<file path="src/rtl/conv3x3_mac_relu_if.sv">
// Signal bundle between the 3x3 window generator / config master and the
// conv3x3_mac_relu engine. The master drives the window, strobe and config
// write; the engine (slave) returns the result pixel and frame marker.
interface conv3x3_mac_relu_if #(
  parameter int DATA_WIDHT = 8,
  parameter int BIAS_WIDTH = 16
);
  logic [DATA_WIDHT-1:0] Data_In1;
  logic [DATA_WIDHT-1:0] Data_In2;
  logic [DATA_WIDHT-1:0] Data_In3;
  logic [DATA_WIDHT-1:0] Data_In4;
  logic [DATA_WIDHT-1:0] Data_In5;
  logic [DATA_WIDHT-1:0] Data_In6;
  logic [DATA_WIDHT-1:0] Data_In7;
  logic [DATA_WIDHT-1:0] Data_In8;
  logic [DATA_WIDHT-1:0] Data_In9;
  logic                  Valid_In;
  logic                  Cfg_Wr;
  logic [3:0]            Cfg_Addr;
  logic [BIAS_WIDTH-1:0] Cfg_Data;
  logic [DATA_WIDHT-1:0] Data_Out;
  logic                  Valid_Out;
  logic                  Frame_Done;

  modport master (
    output Data_In1, Data_In2, Data_In3, Data_In4, Data_In5,
           Data_In6, Data_In7, Data_In8, Data_In9,
           Valid_In, Cfg_Wr, Cfg_Addr, Cfg_Data,
    input  Data_Out, Valid_Out, Frame_Done
  );

  modport slave (
    input  Data_In1, Data_In2, Data_In3, Data_In4, Data_In5,
           Data_In6, Data_In7, Data_In8, Data_In9,
           Valid_In, Cfg_Wr, Cfg_Addr, Cfg_Data,
    output Data_Out, Valid_Out, Frame_Done
  );
endinterface

</file>
<file path="src/rtl/conv3x3_mac_relu.sv">
// Pipelined 3x3 convolution: nine signed weights, signed bias, arithmetic
// shift, ReLU and saturation to an unsigned pixel. Windows that straddle two
// image rows are dropped, so one frame yields (W-2)*(H-2) results and a
// Frame_Done pulse on the last one. Four register stages, no back-pressure.
module conv3x3_mac_relu #(
  parameter int DATA_WIDHT   = 8,
  parameter int WEIGHT_WIDTH = 8,
  parameter int BIAS_WIDTH   = 16,
  parameter int IMG_WIDHT    = 220,
  parameter int IMG_HEIGHT   = 220,
  parameter int SHIFT        = 0,
  parameter int ACC_WIDTH    = 24
) (
  input logic             clk,
  input logic             rst,
  conv3x3_mac_relu_if.slave bus
);

  localparam int PROD_WIDTH = DATA_WIDHT + WEIGHT_WIDTH + 1;
  localparam int COL_WIDTH  = $clog2(IMG_WIDHT);
  localparam int LAST_BEAT  = (IMG_HEIGHT - 2) * IMG_WIDHT - 2;
  localparam int BEAT_WIDTH = $clog2(LAST_BEAT + 1);
  localparam int OUT_TOTAL  = (IMG_WIDHT - 2) * (IMG_HEIGHT - 2);
  localparam int OUT_WIDTH  = $clog2(OUT_TOTAL + 1);

  // Zero-extend the pixel, sign-extend the weight, multiply at product width.
  function automatic logic signed [PROD_WIDTH-1:0] mul(
    input logic        [DATA_WIDHT-1:0]   p,
    input logic signed [WEIGHT_WIDTH-1:0] w
  );
    logic signed [PROD_WIDTH-1:0] pe;
    logic signed [PROD_WIDTH-1:0] we;
    pe = $signed({{(PROD_WIDTH-DATA_WIDHT){1'b0}}, p});
    we = {{(PROD_WIDTH-WEIGHT_WIDTH){w[WEIGHT_WIDTH-1]}}, w};
    return pe * we;
  endfunction

  function automatic logic signed [ACC_WIDTH-1:0] ext_prod(
    input logic signed [PROD_WIDTH-1:0] v
  );
    return {{(ACC_WIDTH-PROD_WIDTH){v[PROD_WIDTH-1]}}, v};
  endfunction

  function automatic logic signed [ACC_WIDTH-1:0] ext_bias(
    input logic signed [BIAS_WIDTH-1:0] v
  );
    return {{(ACC_WIDTH-BIAS_WIDTH){v[BIAS_WIDTH-1]}}, v};
  endfunction

  logic [DATA_WIDHT-1:0] pix [9];
  assign pix[0] = bus.Data_In1;
  assign pix[1] = bus.Data_In2;
  assign pix[2] = bus.Data_In3;
  assign pix[3] = bus.Data_In4;
  assign pix[4] = bus.Data_In5;
  assign pix[5] = bus.Data_In6;
  assign pix[6] = bus.Data_In7;
  assign pix[7] = bus.Data_In8;
  assign pix[8] = bus.Data_In9;

  // ---------------------------------------------------------------------------
  // Configuration registers
  // ---------------------------------------------------------------------------
  logic signed [WEIGHT_WIDTH-1:0] weight [9];
  logic signed [BIAS_WIDTH-1:0]   bias;

  // Weight/bias write port; a window sampled on the same edge still sees the old values.
  // NOTE: sequential state uses non-blocking (<=) so every flop samples pre-edge values.
  // NOTE: this small register file is reset because a cleared kernel is part of the
  // block's defined power-up behaviour; a large RAM would normally be left unreset.
  always_ff @(posedge clk or negedge rst) begin
    if (!rst) begin
      for (int i = 0; i < 9; i++) weight[i] <= '0;
      bias <= '0;
    end else if (bus.Cfg_Wr) begin
      for (int i = 0; i < 9; i++) begin
        if (bus.Cfg_Addr == 4'(i)) weight[i] <= bus.Cfg_Data[WEIGHT_WIDTH-1:0];
      end
      if (bus.Cfg_Addr == 4'd9) bias <= bus.Cfg_Data;
    end
  end

  // ---------------------------------------------------------------------------
  // Row-straddle masking and frame tracking
  // ---------------------------------------------------------------------------
  logic [COL_WIDTH-1:0]  col;
  logic [BEAT_WIDTH-1:0] beat_cnt;
  logic                  last_beat;
  logic                  in_row;

  assign last_beat = bus.Valid_In && (beat_cnt == BEAT_WIDTH'(LAST_BEAT - 1));
  assign in_row    = (col >= COL_WIDTH'(2));

  // Column position of the newest pixel; realigned to 2 after the frame's last beat.
  always_ff @(posedge clk or negedge rst) begin
    if (!rst) begin
      col      <= COL_WIDTH'(2);
      beat_cnt <= '0;
    end else if (bus.Valid_In) begin
      if (last_beat) begin
        col      <= COL_WIDTH'(2);
        beat_cnt <= '0;
      end else begin
        col      <= (col == COL_WIDTH'(IMG_WIDHT - 1)) ? '0 : col + COL_WIDTH'(1);
        beat_cnt <= beat_cnt + BEAT_WIDTH'(1);
      end
    end
  end

  // ---------------------------------------------------------------------------
  // Arithmetic pipeline
  // ---------------------------------------------------------------------------
  logic                         s1_valid, s2_valid, s3_valid;
  logic signed [PROD_WIDTH-1:0] s1_prod [9];
  logic signed [BIAS_WIDTH-1:0] s1_bias, s2_bias;
  logic signed [ACC_WIDTH-1:0]  s2_part [3];
  logic signed [ACC_WIDTH-1:0]  s3_sum;

  // Valid bits, one per stage; straddling windows enter with valid cleared.
  always_ff @(posedge clk or negedge rst) begin
    if (!rst) begin
      s1_valid <= 1'b0;
      s2_valid <= 1'b0;
      s3_valid <= 1'b0;
    end else begin
      s1_valid <= bus.Valid_In && in_row;
      s2_valid <= s1_valid;
      s3_valid <= s2_valid;
    end
  end

  // Datapath S1..S3: products, partial sums of three, final sum plus bias.
  // The bias travels with its window so a later write cannot leak into it.
  // NOTE: datapath registers carry no reset; the valid bits qualify them.
  always_ff @(posedge clk) begin
    for (int i = 0; i < 9; i++) s1_prod[i] <= mul(pix[i], weight[i]);
    s1_bias <= bias;
    for (int k = 0; k < 3; k++) begin
      s2_part[k] <= ext_prod(s1_prod[3*k]) + ext_prod(s1_prod[3*k+1])
                  + ext_prod(s1_prod[3*k+2]);
    end
    s2_bias <= s1_bias;
    s3_sum  <= s2_part[0] + s2_part[1] + s2_part[2] + ext_bias(s2_bias);
  end

  // Shift, ReLU and saturation of the S3 sum.
  logic signed [ACC_WIDTH-1:0] shifted;
  logic [DATA_WIDHT-1:0]       clipped;

  // Clamp to [0, 2^DATA_WIDHT-1].
  // NOTE: every always_comb output gets a default first, so no latch can be inferred.
  always_comb begin
    shifted = s3_sum >>> SHIFT;
    clipped = shifted[DATA_WIDHT-1:0];
    if (shifted[ACC_WIDTH-1]) begin
      clipped = '0;
    end else if (|shifted[ACC_WIDTH-2:DATA_WIDHT]) begin
      clipped = '1;
    end
  end

  // ---------------------------------------------------------------------------
  // Output stage and result counter
  // ---------------------------------------------------------------------------
  logic [DATA_WIDHT-1:0] data_out;
  logic                  valid_out;
  logic                  frame_done;
  logic [OUT_WIDTH-1:0]  out_cnt;
  logic                  last_result;

  assign last_result = (out_cnt == OUT_WIDTH'(OUT_TOTAL - 1));

  // S4: register the clamped pixel; Data_Out holds between results.
  always_ff @(posedge clk or negedge rst) begin
    if (!rst) begin
      data_out   <= '0;
      valid_out  <= 1'b0;
      frame_done <= 1'b0;
      out_cnt    <= '0;
    end else begin
      valid_out  <= s3_valid;
      frame_done <= s3_valid && last_result;
      if (s3_valid) begin
        data_out <= clipped;
        out_cnt  <= last_result ? '0 : out_cnt + OUT_WIDTH'(1);
      end
    end
  end

  assign bus.Data_Out   = data_out;
  assign bus.Valid_Out  = valid_out;
  assign bus.Frame_Done = frame_done;

endmodule

</file>
<file path="src/flat_wrapper.sv">
// flat-port wrapper written by rule: the top's interface ports become plain ports
module conv3x3_mac_relu_flat 
#(
  parameter int DATA_WIDHT   = 8,
  parameter int WEIGHT_WIDTH = 8,
  parameter int BIAS_WIDTH   = 16,
  parameter int IMG_WIDHT    = 220,
  parameter int IMG_HEIGHT   = 220,
  parameter int SHIFT        = 0,
  parameter int ACC_WIDTH    = 24
)
  (clk, rst, bus_Data_In1, bus_Data_In2, bus_Data_In3, bus_Data_In4, bus_Data_In5, bus_Data_In6, bus_Data_In7, bus_Data_In8, bus_Data_In9, bus_Valid_In, bus_Cfg_Wr, bus_Cfg_Addr, bus_Cfg_Data, bus_Data_Out, bus_Valid_Out, bus_Frame_Done);
  conv3x3_mac_relu_if #(.DATA_WIDHT(DATA_WIDHT), .BIAS_WIDTH(BIAS_WIDTH)) bus_i ();
  input logic clk;
  input logic rst;
  input wire logic [$bits(bus_i.Data_In1)-1:0] bus_Data_In1;
  input wire logic [$bits(bus_i.Data_In2)-1:0] bus_Data_In2;
  input wire logic [$bits(bus_i.Data_In3)-1:0] bus_Data_In3;
  input wire logic [$bits(bus_i.Data_In4)-1:0] bus_Data_In4;
  input wire logic [$bits(bus_i.Data_In5)-1:0] bus_Data_In5;
  input wire logic [$bits(bus_i.Data_In6)-1:0] bus_Data_In6;
  input wire logic [$bits(bus_i.Data_In7)-1:0] bus_Data_In7;
  input wire logic [$bits(bus_i.Data_In8)-1:0] bus_Data_In8;
  input wire logic [$bits(bus_i.Data_In9)-1:0] bus_Data_In9;
  input wire logic [$bits(bus_i.Valid_In)-1:0] bus_Valid_In;
  input wire logic [$bits(bus_i.Cfg_Wr)-1:0] bus_Cfg_Wr;
  input wire logic [$bits(bus_i.Cfg_Addr)-1:0] bus_Cfg_Addr;
  input wire logic [$bits(bus_i.Cfg_Data)-1:0] bus_Cfg_Data;
  output wire logic [$bits(bus_i.Data_Out)-1:0] bus_Data_Out;
  output wire logic [$bits(bus_i.Valid_Out)-1:0] bus_Valid_Out;
  output wire logic [$bits(bus_i.Frame_Done)-1:0] bus_Frame_Done;
  assign bus_i.Data_In1 = bus_Data_In1;
  assign bus_i.Data_In2 = bus_Data_In2;
  assign bus_i.Data_In3 = bus_Data_In3;
  assign bus_i.Data_In4 = bus_Data_In4;
  assign bus_i.Data_In5 = bus_Data_In5;
  assign bus_i.Data_In6 = bus_Data_In6;
  assign bus_i.Data_In7 = bus_Data_In7;
  assign bus_i.Data_In8 = bus_Data_In8;
  assign bus_i.Data_In9 = bus_Data_In9;
  assign bus_i.Valid_In = bus_Valid_In;
  assign bus_i.Cfg_Wr = bus_Cfg_Wr;
  assign bus_i.Cfg_Addr = bus_Cfg_Addr;
  assign bus_i.Cfg_Data = bus_Cfg_Data;
  assign bus_Data_Out = bus_i.Data_Out;
  assign bus_Valid_Out = bus_i.Valid_Out;
  assign bus_Frame_Done = bus_i.Frame_Done;
  conv3x3_mac_relu #(.DATA_WIDHT(DATA_WIDHT), .WEIGHT_WIDTH(WEIGHT_WIDTH), .BIAS_WIDTH(BIAS_WIDTH), .IMG_WIDHT(IMG_WIDHT), .IMG_HEIGHT(IMG_HEIGHT), .SHIFT(SHIFT), .ACC_WIDTH(ACC_WIDTH)) u_core (.clk(clk), .rst(rst), .bus(bus_i));
endmodule
</file>
<file path="config.mk">
export PLATFORM = sky130hd
export DESIGN_NAME = conv3x3_mac_relu_flat
export DESIGN_NICKNAME = d
export VERILOG_FILES = /design/src/rtl/conv3x3_mac_relu_if.sv /design/src/rtl/conv3x3_mac_relu.sv /design/src/flat_wrapper.sv
export SDC_FILE = /design/constraint.sdc
export NUM_CORES = 2
export LEC_CHECK = 0
export ABC_AREA = 1
export BUFFER_PORTS_ARGS = -buffer_cell sky130_fd_sc_hd__buf_2
export CAP_MARGIN = 20
export CORE_MARGIN = 4
export CORE_UTILIZATION = 40
export DETAILED_ROUTE_END_ITERATION = 12
export PLACE_DENSITY = 0.59
export SYNTH_ARGS = -nofsm -noshare
export SYNTH_HDL_FRONTEND = slang
export SYNTH_SLANG_ARGS = --single-unit
</file>
<file path="constraint.sdc">
create_clock -name clk -period 4.03 [get_ports clk]
set_input_delay 0.2015 -clock clk [delete_from_list [all_inputs] [get_ports clk]]
set_output_delay 0.2015 -clock clk [all_outputs]
set_load 0.05 [all_outputs]
</file>
-- Word level (Yosys, flattened, before mapping)
Memories as Yosys holds them, arrays and structs flattened.
Index checks and enable logic that the tools add are counted.
- bitwise logic cells: 0
- eq/ne operators: 12
- $mul: 9
- divide/modulo/power cells: 0
- shift-type cells: 0
- reduce and logical (&&, ||, !) cells: 15
- order comparisons: 1
- $add $sub $neg: 12
- muxes and demuxes: 6
- operator list (operator ; count):
    multiplier 9 x 8 -> 17 bit ; 9
    adder 18 x 17 -> 19 bit ; 3
    adder 17 x 17 -> 18 bit ; 3
    adder 24 bit ; 2
    adder 16 x 1 -> 16 bit (second input constant) ; 2
    equality test 16 bit (second input constant) ; 2
    two-way mux 16 bit ; 2
    two-way mux 8 bit ; 4
    adder 24 x 16 -> 24 bit ; 1
    AND reduction 2 bit ; 10
    equality test 4 x 3 -> 1 bit (second input constant) ; 4
    OR reduction 15 bit ; 1
    adder 8 x 1 -> 8 bit (second input constant) ; 1
    equality test 4 x 2 -> 1 bit (second input constant) ; 2
    equality test 4 bit (second input constant) ; 2
    equality test 8 bit (second input constant) ; 1
    greater-or-equal comparator 8 x 2 -> 1 bit (second input constant) ; 1
    equality test 4 x 1 -> 1 bit (second input constant) ; 1
    logical NOT 4 bit ; 1
    logical AND 1 bit ; 3
- memory bits (writable): 225
- memories kept: 2
- ROM bits: 0
- output and inout port bits: 10
- bits in latches: 0
- register bits after elaboration: 197
- memories (memory ; words ; bits a word ; rd ports ; clocked after memory_dff ; write ports ; line ; source):
    u_core.s1_prod ; 9 ; 17 ; 9 ; 0 ; 9 ; conv3x3_mac_relu.sv:114 ; logic signed [PROD_WIDTH-1:0] s1_prod [9];
    u_core.s2_part ; 3 ; 24 ; 3 ; 0 ; 3 ; conv3x3_mac_relu.sv:116 ; logic signed [ACC_WIDTH-1:0] s2_part [3];

-- Depth between registers and ports, before layout
- depth in word-level cells: 3
- gate-level depth with buffers: 22
- gate-level depth less buffers: 21

-- Worst setup path after synthesis
OpenSTA, ideal clock, no wires.
- kind: register -> register
- from: register u_core.weight[31] in the netlist's numbering
- to: memory u_core.s1_prod[0][99] in the netlist's numbering
- data required time: 3918 ps
- path slack: 73 ps
- data arrival time: 3845 ps
- buffers on the path: 0
- stages on the path, launching flop included: 18
- clock period less this slack: 3957 ps
- cell sequence: dfrtp_1 -> clkinv_1 -> or2_2 -> fa_1 -> fa_1 -> inv_1 -> fa_1 -> inv_1 -> fa_1 -> inv_1 -> ha_1 -> nand2_1 -> o21ai_1 -> nand2_1 -> nand2_1 -> nand2_1 -> nand3_1 -> nand2_1
- RTL lines (element ; line ; source):
    from (decl) ; conv3x3_mac_relu.sv:64 ; logic signed [WEIGHT_WIDTH-1:0] weight [9];
    from (signal, indexed assignment) ; conv3x3_mac_relu.sv:77 ; if (bus.Cfg_Addr == 4'(i)) weight[i] <= bus.Cfg_Data[WEIGHT_WIDTH-1:0];
    to (decl) ; conv3x3_mac_relu.sv:114 ;

==> impl_metrics.tcl <==
set metrics [dict create \
    status "finished, final reports clean" \
    via_count_of_the_first_global_routing_pass 29900 \
    largest_delay_share_family_worst_path "adder cells" \
    yosys.area_share.xor_xnor 0.0265 \
    clock_insertion_delay_worst_skew_ns 0.60 \
    synth-edff-count 0 \
    vias 29500 \
    design.die.area_um2 102000 \
    numCtsBuffers 49 \
    synth_async_sr_flop_share 0.346 \
    drt_wl_total_um 92400 \
    cell_at_the_root_of_the_clock_tree "sky130_fd_sc_hd__clkbuf_16" \
    crit_required_ns 4.51 \
    placement.setup.worst_slack_ns 0.0281 \
    slowest_stage "sky130_fd_sc_hd__fa_1" \
    finalHoldViolCount 0 \
    drc 0 \
    rr_endpoint "u_core.s1_prod[0][133]" \
    initial_utilization 0.405 \
    die_width_um 319 \
    arrival_ns 4.35 \
    min_period_ns 3.87 \
    antenna_found_initial 17 \
    ys_types 46 \
    cp_num_buf_inv 4 \
    postSynthRegisterBits 407 \
    timing.hold.worst.class "input port to register" \
    synth.top_cell.area_share 0.220 \
    grt_setup_unrepaired "yes" \
    layout_common_cells "1311 x sky130_fd_sc_hd__nand2_1, 1206 x sky130_fd_sc_hd__inv_1, 447 x sky130_fd_sc_hd__ha_1" \
    synthesis.nets 5953 \
    ff_latch_area_um2 8890 \
    synth-adder-area-share 0.371 \
    final-setup-viol-count 0 \
    vias_per_cell 4.60 \
    fillerInstances 9553 \
    setup_tns_ns 0 \
    core-area_um2 95400 \
    post_synth_mux_area_share 0.00298 \
    ant_nets 0 \
    slew_viol_final 0 \
    multiInputGateArea_um2 24900 \
    synth.top_cells.by_area "sky130_fd_sc_hd__fa_1 22%, sky130_fd_sc_hd__ha_1 15%, sky130_fd_sc_hd__dfxtp_1 14%" \
    max_slew.worst_pin.slew_ns 1.09 \
    fin_nets 6071 \
    wire_per_inst_um 14.4 \
    synth_compound_gate_area_share 0.0444 \
    first_iter_violations 1705 \
    crit_path_start_kind "register" \
    grt_pass1_wl_um 155000 \
    worst_hold_path.num_cells 4 \
    max_freq_mhz 258 \
    ios 106 \
    timing.rr.start "u_core.weight[15]" \
    cp-end-kind "register" \
    final_layout_size_suffix_gt1_frac 0.0837 \
    final.setup_skew_ns 0.0225 \
    fin_crit_sh 0.961 \
    timing.critical_path.fanout_max 4 \
    grt_remaining_overflow 0 \
    tritoncts_clock_tree "done" \
    placement.io_buffers 105 \
    place_congestion 0.870 \
    worstRegToRegCells 17 \
    yosys.area.top_type "sky130_fd_sc_hd__fa_1" \
    grt_use_total 0.187 \
    final_core_utilization 0.451 \
    firstDrtPassIters 5 \
    worst_slack_ns 0.157 \
    synth_sequential_area_ratio 0.229 \
    clock_slew_seen_by_the_registers_of_the_worst_setup_and_hold_paths_ns 0.06 \
    synth_top_family_by_area "adder cells" \
    reg2reg_setup_slack_ns 0.16 \
    timing.critical_path.slowest_cell_delay_ns 0.52 \
    die_ht_um 319 \
    dp_hpwl_um 74600 \
    hold_end "u_core.s1_prod[0][119]" \
    syn_area_um2 38700 \
    yosys_warnings 0 \
    grt_start_max_net_pins 74 \
    path_class "register to register" \
    crit_chain "clkinv_1 > or2_2 > fa_1 > fa_1 > inv_1 > fa_1 > inv_1 > fa_1 > inv_1 > ha_4 > nand2_1 > o21ai_2 > nand2_1 > nand2_2 > nand2_1 > nand3_1 > nand2_1" \
    synth_top_flop_cell "sky130_fd_sc_hd__dfxtp_1" \
    placementRows 113 \
    timing.slew.headroom 0.273 \
    synth.avg_cell_area_um2 7.79 \
    cts_num_sinks 407 \
    synth_simple_gate_area_frac 0.192 \
    synthesis.instances 4967 \
    cap_viol_max_count 0 \
    layout_commonest_cell "sky130_fd_sc_hd__nand2_1" \
    cts_max_level 2 \
    layout-area-overhead-vs-synth_pct 11.4 \
    worst_case_clock_buffer_depth 3 \
    hold_path_startpoint "bus_Data_In8[0]" \
]
-- per-stage QoR --
| stage | instance area (um2) | hold slack, ns | cells |
|---|---|---|---|
| 2_1_floorplan | 38700 | -0.0941 | 4967 |
| 3_3_place_gp | 40900 | 0.311 | 6275 |
| 3_5_place_dp | 40900 | 0.312 | 6275 |
| 4_1_cts | 42600 | 0.0111 | 6381 |
| 5_1_grt | 43100 | 0.0481 | 6394 |
| 6_report | 43100 | 0.0435 | 6405 |
-- worst min-delay path, stage by stage --
cell and delay (ns):
sky130_fd_sc_hd__buf_2 0.12, sky130_fd_sc_hd__buf_4 0.17, sky130_fd_sc_hd__nand2_1 0.06, sky130_fd_sc_hd__inv_1 0.05
-- synthesized netlist by cell type, types with 16 or more instances --
master                        n
sky130_fd_sc_hd__dfxtp_1    266
sky130_fd_sc_hd__dfrtp_1    140
sky130_fd_sc_hd__nand4_1     37
sky130_fd_sc_hd__inv_1     1208
sky130_fd_sc_hd__a31oi_1     16
sky130_fd_sc_hd__ha_1       464
sky130_fd_sc_hd__xnor2_1     27
sky130_fd_sc_hd__a21oi_1    137
sky130_fd_sc_hd__or2_2       27
sky130_fd_sc_hd__nor3_1      47
sky130_fd_sc_hd__nand2_1   1318
sky130_fd_sc_hd__nor2_1     237
sky130_fd_sc_hd__nand3_1    154
sky130_fd_sc_hd__fa_1       426
sky130_fd_sc_hd__xor2_1      90
sky130_fd_sc_hd__o21ai_0    133
sky130_fd_sc_hd__clkbuf_1   139
-- cells by family after synthesis --
family | count (synthesis)
adders and majority gates | 890
muxes | 9
xor gates and xnor gates | 117
DFF | 407
and+or+nand+nor | 1845
AOI/OAI and AO/OA | 326
buffers and inverters | 1373
-- worst max-delay path by stage --
stage	start	endpoint	slack (ns)	cells past startpoint
2_1_floorplan	u_core.weight[31]	u_core.s1_prod[0][99]	0.07	17
3_3_place_gp	u_core.weight[31]	u_core.s1_prod[0][99]	0.06	17
3_5_place_dp	u_core.weight[47]	u_core.s1_prod[0][65]	0.03	17
4_1_cts	u_core.weight[47]	u_core.s1_prod[0][65]	0.01	17
5_1_grt	u_core.weight[15]	u_core.s1_prod[0][133]	-0.02	17
6_report	u_core.weight[15]	u_core.s1_prod[0][133]	0.16	17
-- layout make-up --
type / instances / share of cell area
Tap cell: 1265 / 0.0367
Clock buffer: 58 / 0.0312
Inverter: 1218 / 0.106
Multi-Input combinational cell: 3187 / 0.578
Timing Repair Buffer: 222 / 0.0335
Clock inverter: 34 / 0.00674
Sequential cell: 407 / 0.206
Antenna cell: 14 / 0.000813
-- state kept, by name (all words and copies together), names as in the netlist --
register and cells:
u_core.bus.Data_Out 8, u_core.s1_bias 16, u_core.weight 72, u_core.s2_bias 16, u_core.col 8, u_core.bus.Valid_Out 1, u_core.out_cnt 16, u_core.s3_sum 24
u_core.s2_valid 1, u_core.s1_valid 1, u_core.s1_prod 153, u_core.bias 16, u_core.beat_cnt 16, u_core.s2_part 57, u_core.s3_valid 1, u_core.bus.Frame_Done 1
-- routing by layer --
metal,track usage,part of all wire
met1,0.258,0.47
met2,0.306,0.45
met3,0.0267,0.048
met4,0.0574,0.033
met5,0,0.00044
-- repair_timing --
item,in CTS,in global routing
hold endpoints to repair,83,0
setup buffers,0,10
setup endpoints to repair,0,61
resized for setup,0,99
hold buffers,14,0
Power is not shown: default switching activity piles up to over one toggle a cycle in this logic, so the estimate is an artifact.
